### src/rtl/kyber_pkg.sv
// Kyber arithmetic shared by the butterfly datapath: field constants,
// mode encoding, coefficient type and the two modular reductions.
package kyber_pkg;

   localparam int                 Q         = 3329;
   localparam logic signed [15:0] QINV      = -16'sd3327;
   localparam int                 BARRETT_V = 20159;

   typedef logic signed [15:0] coeff_t;

   typedef enum logic {
      MODE_FWD = 1'b0,
      MODE_INV = 1'b1
   } mode_e;

   // Montgomery reduction of a 32-bit product; result lies in (-Q,Q).
   function automatic coeff_t mont_reduce(input logic signed [31:0] p);
      int     m;
      coeff_t u;
      int     r;
      m = int'(p) * int'(QINV);
      u = coeff_t'(m);
      r = int'(p) - int'(u) * Q;
      return coeff_t'(r >>> 16);
   endfunction

   // Montgomery multiply: x*y*2^-16 mod Q.
   function automatic coeff_t fqmul(input coeff_t x, input coeff_t y);
      return mont_reduce(int'(x) * int'(y));
   endfunction

   // Barrett reduction to a small signed representative.
   function automatic coeff_t barrett(input coeff_t x);
      int t;
      t = (BARRETT_V * int'(x) + (1 << 25)) >>> 26;
      return coeff_t'(int'(x) - t * Q);
   endfunction

endpackage

### src/rtl/ntt_bfly_pipe_if.sv
// Handshake and data bus of the butterfly engine. The engine is the
// slave; the read-port/write-back side is the master.
interface ntt_bfly_pipe_if #(
   parameter int LANES = 2,
   parameter int TAG_W = 8
);
   logic                  in_valid;
   logic                  in_ready;
   logic                  in_mode;
   logic [TAG_W-1:0]      in_tag;
   logic [16*LANES-1:0]   in_a;
   logic [16*LANES-1:0]   in_b;
   logic [16*LANES-1:0]   in_zeta;
   logic                  out_valid;
   logic                  out_ready;
   logic                  out_mode;
   logic [TAG_W-1:0]      out_tag;
   logic [16*LANES-1:0]   out_lo;
   logic [16*LANES-1:0]   out_hi;
   logic                  busy;

   modport slave (
      input  in_valid, in_mode, in_tag, in_a, in_b, in_zeta, out_ready,
      output in_ready, out_valid, out_mode, out_tag, out_lo, out_hi, busy
   );

   modport master (
      output in_valid, in_mode, in_tag, in_a, in_b, in_zeta, out_ready,
      input  in_ready, out_valid, out_mode, out_tag, out_lo, out_hi, busy
   );
endinterface

### src/rtl/bfly_lane.sv
// Single-lane S1..S4 butterfly datapath. Control (valid, mode, tag) lives
// in the top level; this lane only holds data and advances on en_i.
module bfly_lane
   import kyber_pkg::*;
#(
   parameter bit FWD_REDUCE = 1'b0
) (
   input  logic   clk,
   input  logic   rst_n,
   input  logic   en_i,
   input  mode_e  mode_s1_i,
   input  mode_e  mode_s3_i,
   input  coeff_t a_i,
   input  coeff_t b_i,
   input  coeff_t zeta_i,
   output coeff_t lo_o,
   output coeff_t hi_o
);

   coeff_t             a_q, b_q, z_q;
   logic signed [31:0] prod_q, prod_d;
   coeff_t             c2_q, c2_d;
   coeff_t             t3_q, t3_d;
   coeff_t             c3_q;
   coeff_t             lo_q, lo_d, hi_q, hi_d;
   coeff_t             sum1, diff1, mul1;
   coeff_t             sum4, diff4;

   // S1 combinational: sum/diff and multiplicand/carry selection by mode
   always_comb begin
      sum1  = a_q + b_q;
      diff1 = b_q - a_q;
      mul1  = (mode_s1_i == MODE_INV) ? diff1 : b_q;
      c2_d  = (mode_s1_i == MODE_INV) ? sum1 : a_q;
      prod_d = int'(z_q) * int'(mul1);
   end

   // S3 combinational: Montgomery reduction of the registered product
   always_comb begin
      t3_d = mont_reduce(prod_q);
   end

   // S4 combinational: final add/sub (forward) or Barrett of the sum (inverse)
   always_comb begin
      sum4  = c3_q + t3_q;
      diff4 = c3_q - t3_q;
      lo_d  = sum4;
      hi_d  = diff4;
      if (mode_s3_i == MODE_INV) begin
         lo_d = barrett(c3_q);
         hi_d = t3_q;
      end else if (FWD_REDUCE) begin
         lo_d = barrett(sum4);
         hi_d = barrett(diff4);
      end
   end

   // Stage registers; all hold together while the pipe is stalled
   always_ff @(posedge clk or negedge rst_n) begin
      if (!rst_n) begin
         a_q    <= '0;
         b_q    <= '0;
         z_q    <= '0;
         prod_q <= '0;
         c2_q   <= '0;
         t3_q   <= '0;
         c3_q   <= '0;
         lo_q   <= '0;
         hi_q   <= '0;
      end else if (en_i) begin
         a_q    <= a_i;
         b_q    <= b_i;
         z_q    <= zeta_i;
         prod_q <= prod_d;
         c2_q   <= c2_d;
         t3_q   <= t3_d;
         c3_q   <= c2_q;
         lo_q   <= lo_d;
         hi_q   <= hi_d;
      end
   end

   assign lo_o = lo_q;
   assign hi_o = hi_q;

endmodule

### src/rtl/ntt_bfly_pipe.sv
// Multi-lane Kyber butterfly engine (forward CT / inverse GS per beat).
// Owns the four stage valid bits, the global stall and the mode/tag pipe;
// the per-lane arithmetic lives in bfly_lane.
module ntt_bfly_pipe
   import kyber_pkg::*;
#(
   parameter int LANES      = 2,
   parameter int TAG_W      = 8,
   parameter bit FWD_REDUCE = 1'b0
) (
   input logic            clk,
   input logic            rst_n,
   ntt_bfly_pipe_if.slave bus
);

   logic [3:0]       vld_q, vld_d;
   mode_e            mode_q [4];
   mode_e            mode_d [4];
   logic [TAG_W-1:0] tag_q  [4];
   logic [TAG_W-1:0] tag_d  [4];
   logic             stall, en, acc;

   assign stall = vld_q[3] & ~bus.out_ready;
   assign en    = ~stall;
   assign acc   = bus.in_valid & en;

   // Next-state of the control pipe: shift valid, mode and tag one stage
   always_comb begin
      vld_d     = {vld_q[2:0], acc};
      mode_d[0] = mode_e'(bus.in_mode);
      tag_d[0]  = bus.in_tag;
      for (int unsigned i = 1; i < 4; i++) begin
         mode_d[i] = mode_q[i-1];
         tag_d[i]  = tag_q[i-1];
      end
   end

   // Control pipe registers; hold on stall, cleared by reset
   always_ff @(posedge clk or negedge rst_n) begin
      if (!rst_n) begin
         vld_q <= '0;
         for (int unsigned i = 0; i < 4; i++) begin
            mode_q[i] <= MODE_FWD;
            tag_q[i]  <= '0;
         end
      end else if (en) begin
         vld_q <= vld_d;
         for (int unsigned i = 0; i < 4; i++) begin
            mode_q[i] <= mode_d[i];
            tag_q[i]  <= tag_d[i];
         end
      end
   end

   for (genvar k = 0; k < LANES; k++) begin : g_lane
      bfly_lane #(
         .FWD_REDUCE(FWD_REDUCE)
      ) u_lane (
         .clk       (clk),
         .rst_n     (rst_n),
         .en_i      (en),
         .mode_s1_i (mode_q[0]),
         .mode_s3_i (mode_q[2]),
         .a_i       (bus.in_a[16*k +: 16]),
         .b_i       (bus.in_b[16*k +: 16]),
         .zeta_i    (bus.in_zeta[16*k +: 16]),
         .lo_o      (bus.out_lo[16*k +: 16]),
         .hi_o      (bus.out_hi[16*k +: 16])
      );
   end

   assign bus.in_ready  = en;
   assign bus.out_valid = vld_q[3];
   assign bus.out_mode  = mode_q[3];
   assign bus.out_tag   = tag_q[3];
   assign bus.busy      = |vld_q;

endmodule
### src/flat_wrapper.sv
// flat-port wrapper written by rule: the top's interface ports become plain ports
module ntt_bfly_pipe_flat import kyber_pkg::*;
#(
   parameter int LANES      = 2,
   parameter int TAG_W      = 8,
   parameter bit FWD_REDUCE = 1'b0
)
  (clk, rst_n, bus_in_valid, bus_in_mode, bus_in_tag, bus_in_a, bus_in_b, bus_in_zeta, bus_out_ready, bus_in_ready, bus_out_valid, bus_out_mode, bus_out_tag, bus_out_lo, bus_out_hi, bus_busy);
  ntt_bfly_pipe_if #(.LANES(LANES), .TAG_W(TAG_W)) bus_i ();
  input logic clk;
  input logic rst_n;
  input wire logic [$bits(bus_i.in_valid)-1:0] bus_in_valid;
  input wire logic [$bits(bus_i.in_mode)-1:0] bus_in_mode;
  input wire logic [$bits(bus_i.in_tag)-1:0] bus_in_tag;
  input wire logic [$bits(bus_i.in_a)-1:0] bus_in_a;
  input wire logic [$bits(bus_i.in_b)-1:0] bus_in_b;
  input wire logic [$bits(bus_i.in_zeta)-1:0] bus_in_zeta;
  input wire logic [$bits(bus_i.out_ready)-1:0] bus_out_ready;
  output wire logic [$bits(bus_i.in_ready)-1:0] bus_in_ready;
  output wire logic [$bits(bus_i.out_valid)-1:0] bus_out_valid;
  output wire logic [$bits(bus_i.out_mode)-1:0] bus_out_mode;
  output wire logic [$bits(bus_i.out_tag)-1:0] bus_out_tag;
  output wire logic [$bits(bus_i.out_lo)-1:0] bus_out_lo;
  output wire logic [$bits(bus_i.out_hi)-1:0] bus_out_hi;
  output wire logic [$bits(bus_i.busy)-1:0] bus_busy;
  assign bus_i.in_valid = bus_in_valid;
  assign bus_i.in_mode = bus_in_mode;
  assign bus_i.in_tag = bus_in_tag;
  assign bus_i.in_a = bus_in_a;
  assign bus_i.in_b = bus_in_b;
  assign bus_i.in_zeta = bus_in_zeta;
  assign bus_i.out_ready = bus_out_ready;
  assign bus_in_ready = bus_i.in_ready;
  assign bus_out_valid = bus_i.out_valid;
  assign bus_out_mode = bus_i.out_mode;
  assign bus_out_tag = bus_i.out_tag;
  assign bus_out_lo = bus_i.out_lo;
  assign bus_out_hi = bus_i.out_hi;
  assign bus_busy = bus_i.busy;
  ntt_bfly_pipe #(.LANES(LANES), .TAG_W(TAG_W), .FWD_REDUCE(FWD_REDUCE)) u_core (.clk(clk), .rst_n(rst_n), .bus(bus_i));
endmodule
### config.mk
export PLATFORM = sky130hd
export DESIGN_NAME = ntt_bfly_pipe_flat
export DESIGN_NICKNAME = d
export VERILOG_FILES = /design/src/rtl/kyber_pkg.sv /design/src/rtl/ntt_bfly_pipe_if.sv /design/src/rtl/bfly_lane.sv /design/src/rtl/ntt_bfly_pipe.sv /design/src/flat_wrapper.sv
export SDC_FILE = /design/constraint.sdc
export NUM_CORES = 2
export LEC_CHECK = 0
export ABC_AREA = 1
export ABC_CLOCK_PERIOD_IN_PS = 11900
export BUFFER_PORTS_ARGS = -buffer_cell sky130_fd_sc_hd__buf_4
export CORE_ASPECT_RATIO = 1.1
export CORE_UTILIZATION = 55
export CTS_CLUSTER_SIZE = 40
export DETAILED_ROUTE_END_ITERATION = 8
export PLACE_DENSITY = 0.69
export SLEW_MARGIN = 20
export SYNTH_ARGS = -nofsm -noshare
export SYNTH_HDL_FRONTEND = slang
export SYNTH_SLANG_ARGS = --single-unit
### constraint.sdc
create_clock -name clk -period 11.9 [get_ports clk]
set_clock_uncertainty 0.1 [all_clocks]
set_input_delay 1.19 -clock clk [delete_from_list [all_inputs] [get_ports clk]]
set_output_delay 1.19 -clock clk [all_outputs]
set_load 0.01 [all_outputs]
==> results.yml <==
drt:
  vias: 50240
  drc: 0
  drt-wirelength-per-cell_um: 18.95
  detail_route.first_pass.iterations: 6
  drtAntennaViolNets: 0
  viasPerCell: 5.455
  wl_um: 174500
  drt_iter0_markers: 3611
critical_path:
  r2r_setup_slack_ps: 3070
  worst_setup_path_start_kind: "register"
  end_kind: "register"
  r2r-start: "u_core.g_lane[0].u_lane.c3_q[4]$_DFFE_PN0N_"
  cp_num_buf_inv: 8
  path_delay_family: "adder cells"
  worst-setup-path-type: "register to register"
  path_max_fanout: 8
  path_common_cell: "fa_1"
  worstPathArrival_ps: 9250
  r2r_cells: 37
  slowest_delay_ps: 780
  worstPathRequired_ps: 12320
  crit_slowest_cell: "fa_1"
  rr_endpoint: "u_core.g_lane[0].u_lane.lo_o[15]$_DFFE_PN0N_"
die:
  die_area_um2: 114200
  fp.dieW_um: 322.3
  fp-row-count: 128
  core_area_um2: 111300
  start_util_pct: 55.76
  dieHeight_um: 354.3
  ioPinCount: 185
clocking:
  postCtsSetupBuffers: 0
  clock_path_buffers: 3
  tritoncts: "done"
  cts.clk_slew.worst_paths_ps: 70
  cts-resized-gates: 0
  cts-root-buf: "clkbuf_16"
  cts-htree-levels: 2
  cts.sink_count: 360
  clock_latency_ps: 640
  cts_inserted_buffers: 45
  holdBufCountCts: 0
logic_synthesis:
  syn-num-nets: 9489
  synth.yosys.seq_area_share_pct: 14.51
  synth_edf_count: 0
  syn_area_um2: 62070
  synth.area.mux_share_pct: 0
  async_flop_share_pct: 100.0
  synth_xor_area_share_pct: 2.002
  synth_top_family_by_area: "adder cells"
  synth-compound-area-share_pct: 10.20
  yosysWarnings: 0
  ys_types: 63
  synth_cells: 7602
  syn_avg_cell_area_um2: 8.165
  synth-simple-area-share_pct: 15.45
  synthAdderAreaFrac_pct: 46.09
  synth_ff_type: "dfrtp_1"
  yosys_register_bits: 360
status:
  outcome: "finished clean"
min_path:
  min_path_type: "primary input to async pin"
sta:
  worst_pin_slew_ps: 1027
  rsz0062_at_grt: "false"
  fin_setup_tns_ps: 0
  finalMaxSlewViolations: 0
  min_period_ps: 8827
  hold_viol_final: 0
  setup_violations: 0
  slew_headroom_pct: 31.55
  period_share_pct: 74.17
  fmax_ghz: 0.1133
place:
  hpwl_um: 145600
  port_buffers: 184
  placed_area_um2: 64750
  place.gp.congestion: 0.9601
global_route:
  grt.overflow.total: 0
  grt_pass1_vias: 51610
  grt_first_pass_wirelength_um: 281100
  grt_usage_pct: 31.40
  grt_max_degree: 137
  grt_antenna_before_repair: 5
final_layout:
  areaGrowthSynthToFinish_pct: 6.775
  final_cell_area_um2: 66270
  drive_gt1_share_pct: 5.678
  n_antenna_cell: 0
  nets: 9567
run:
  drv_cap: 0
flip-flops by register name (all words and copies together), names as in the netlist:
signal / flops
u_core.vld_q: 4
u_core.g_lane.u_lane.t3_q: 32
u_core.g_lane.u_lane.hi_o: 32
u_core.g_lane.u_lane.a_q: 32
u_core.g_lane.u_lane.c2_q: 32
u_core.g_lane.u_lane.z_q: 32
u_core.g_lane.u_lane.c3_q: 32
u_core.mode_d: 3
u_core.g_lane.u_lane.b_q: 32
u_core.bus.out_tag: 8
u_core.g_lane.u_lane.prod_q: 64
u_core.bus.out_mode: 1
u_core.tag_d: 24
u_core.g_lane.u_lane.lo_o: 32
final cells by class:
class,instances,area (um2)
clock buffer,60,1282
fill,10240,45030
sequential,360,9010
clock inverter,21,240.2
timing repair buffer,211,1604
inverter,1727,6492
tap,1495,1871
multi-input combinational,5335,45780
placed cells by master (no fill, tap or decap), types with 63 or more instances in the layout:
master / Yosys / routed
dfrtp_1: 360 / 359
xnor2_1: 70 / 70
xor2_1: 70 / 70
fa_1: 847 / 847
ha_1: 931 / 931
inv_1: 1697 / 1696
or2_2: 63 / 63
buf_4: 7 / 209
o21ai_0: 455 / 455
nor2_1: 499 / 498
nand3_1: 258 / 258
nand2_1: 1284 / 1284
a21oi_1: 376 / 376
through the flow:
stage                     hold slack, ps  instances  setup slack [ps]  utilization, %
final                              367.0       9209              3073           59.54
after global routing               390.2       9209              2394           59.54
after CTS                          361.3       9209              3091           59.54
after detailed placement           356.4       9128              3129           58.17
after global placement             350.1       9128              3299           58.17
after floorplan                    342.2       7602              3610               -
how the worst max path moves through the flow:
stage | startpoint | end | slack, ps | cells after the start
6_report | u_core.g_lane[0].u_lane.c3_q[4]$_DFFE_PN0N_ | u_core.g_lane[0].u_lane.lo_o[15]$_DFFE_PN0N_ | 3070 | 37
5_1_grt | u_core.g_lane[0].u_lane.c3_q[4]$_DFFE_PN0N_ | u_core.g_lane[0].u_lane.lo_o[15]$_DFFE_PN0N_ | 2390 | 37
4_1_cts | u_core.g_lane[0].u_lane.c3_q[4]$_DFFE_PN0N_ | u_core.g_lane[0].u_lane.lo_o[15]$_DFFE_PN0N_ | 3090 | 37
3_5_place_dp | u_core.g_lane[0].u_lane.c3_q[4]$_DFFE_PN0N_ | u_core.g_lane[0].u_lane.lo_o[15]$_DFFE_PN0N_ | 3130 | 37
3_3_place_gp | u_core.g_lane[0].u_lane.c3_q[4]$_DFFE_PN0N_ | u_core.g_lane[0].u_lane.lo_o[15]$_DFFE_PN0N_ | 3300 | 37
2_1_floorplan | u_core.g_lane[1].u_lane.prod_q[4]$_DFFE_PN0N_ | u_core.g_lane[1].u_lane.t3_q[13]$_DFFE_PN0N_ | 3610 | 35
synth_stat cells, drive strengths merged, types with 71 or more instances:
cell / count / share of area (%)
o21ai: 484 / 4.0
xor2: 71 / 1.0
or2: 77 / 0.78
a21oi: 378 / 3.1
inv: 1713 / 10
ha: 931 / 19
nand3: 266 / 2.2
nand2: 1297 / 7.9
fa: 847 / 27
nor2: 521 / 3.3
clkbuf: 112 / 0.69
dfrtp: 360 / 15
metal layers:
layer  track usage (%)  routed length (um)  vias to the layer above
li1                  -                   -                    23900
met1             43.97               78620                    24490
met2             50.37               79030                     1533
met3             3.788               10500                      314
met4             10.72                6313                        4
met5                 0                  33                        -
kinds of logic after synthesis:
logic type	after synthesis
AND/OR/NAND/NOR	2296
AO/OA/AOI/OAI	1120
adder cells (fa/ha/maj)	1778
XOR/XNOR	141
buffers and inverters	1907
flip-flops	360
Power is left out: the tool's default activity adds up to more than one toggle a clock period on the data nets, which glitch-free logic cannot reach.
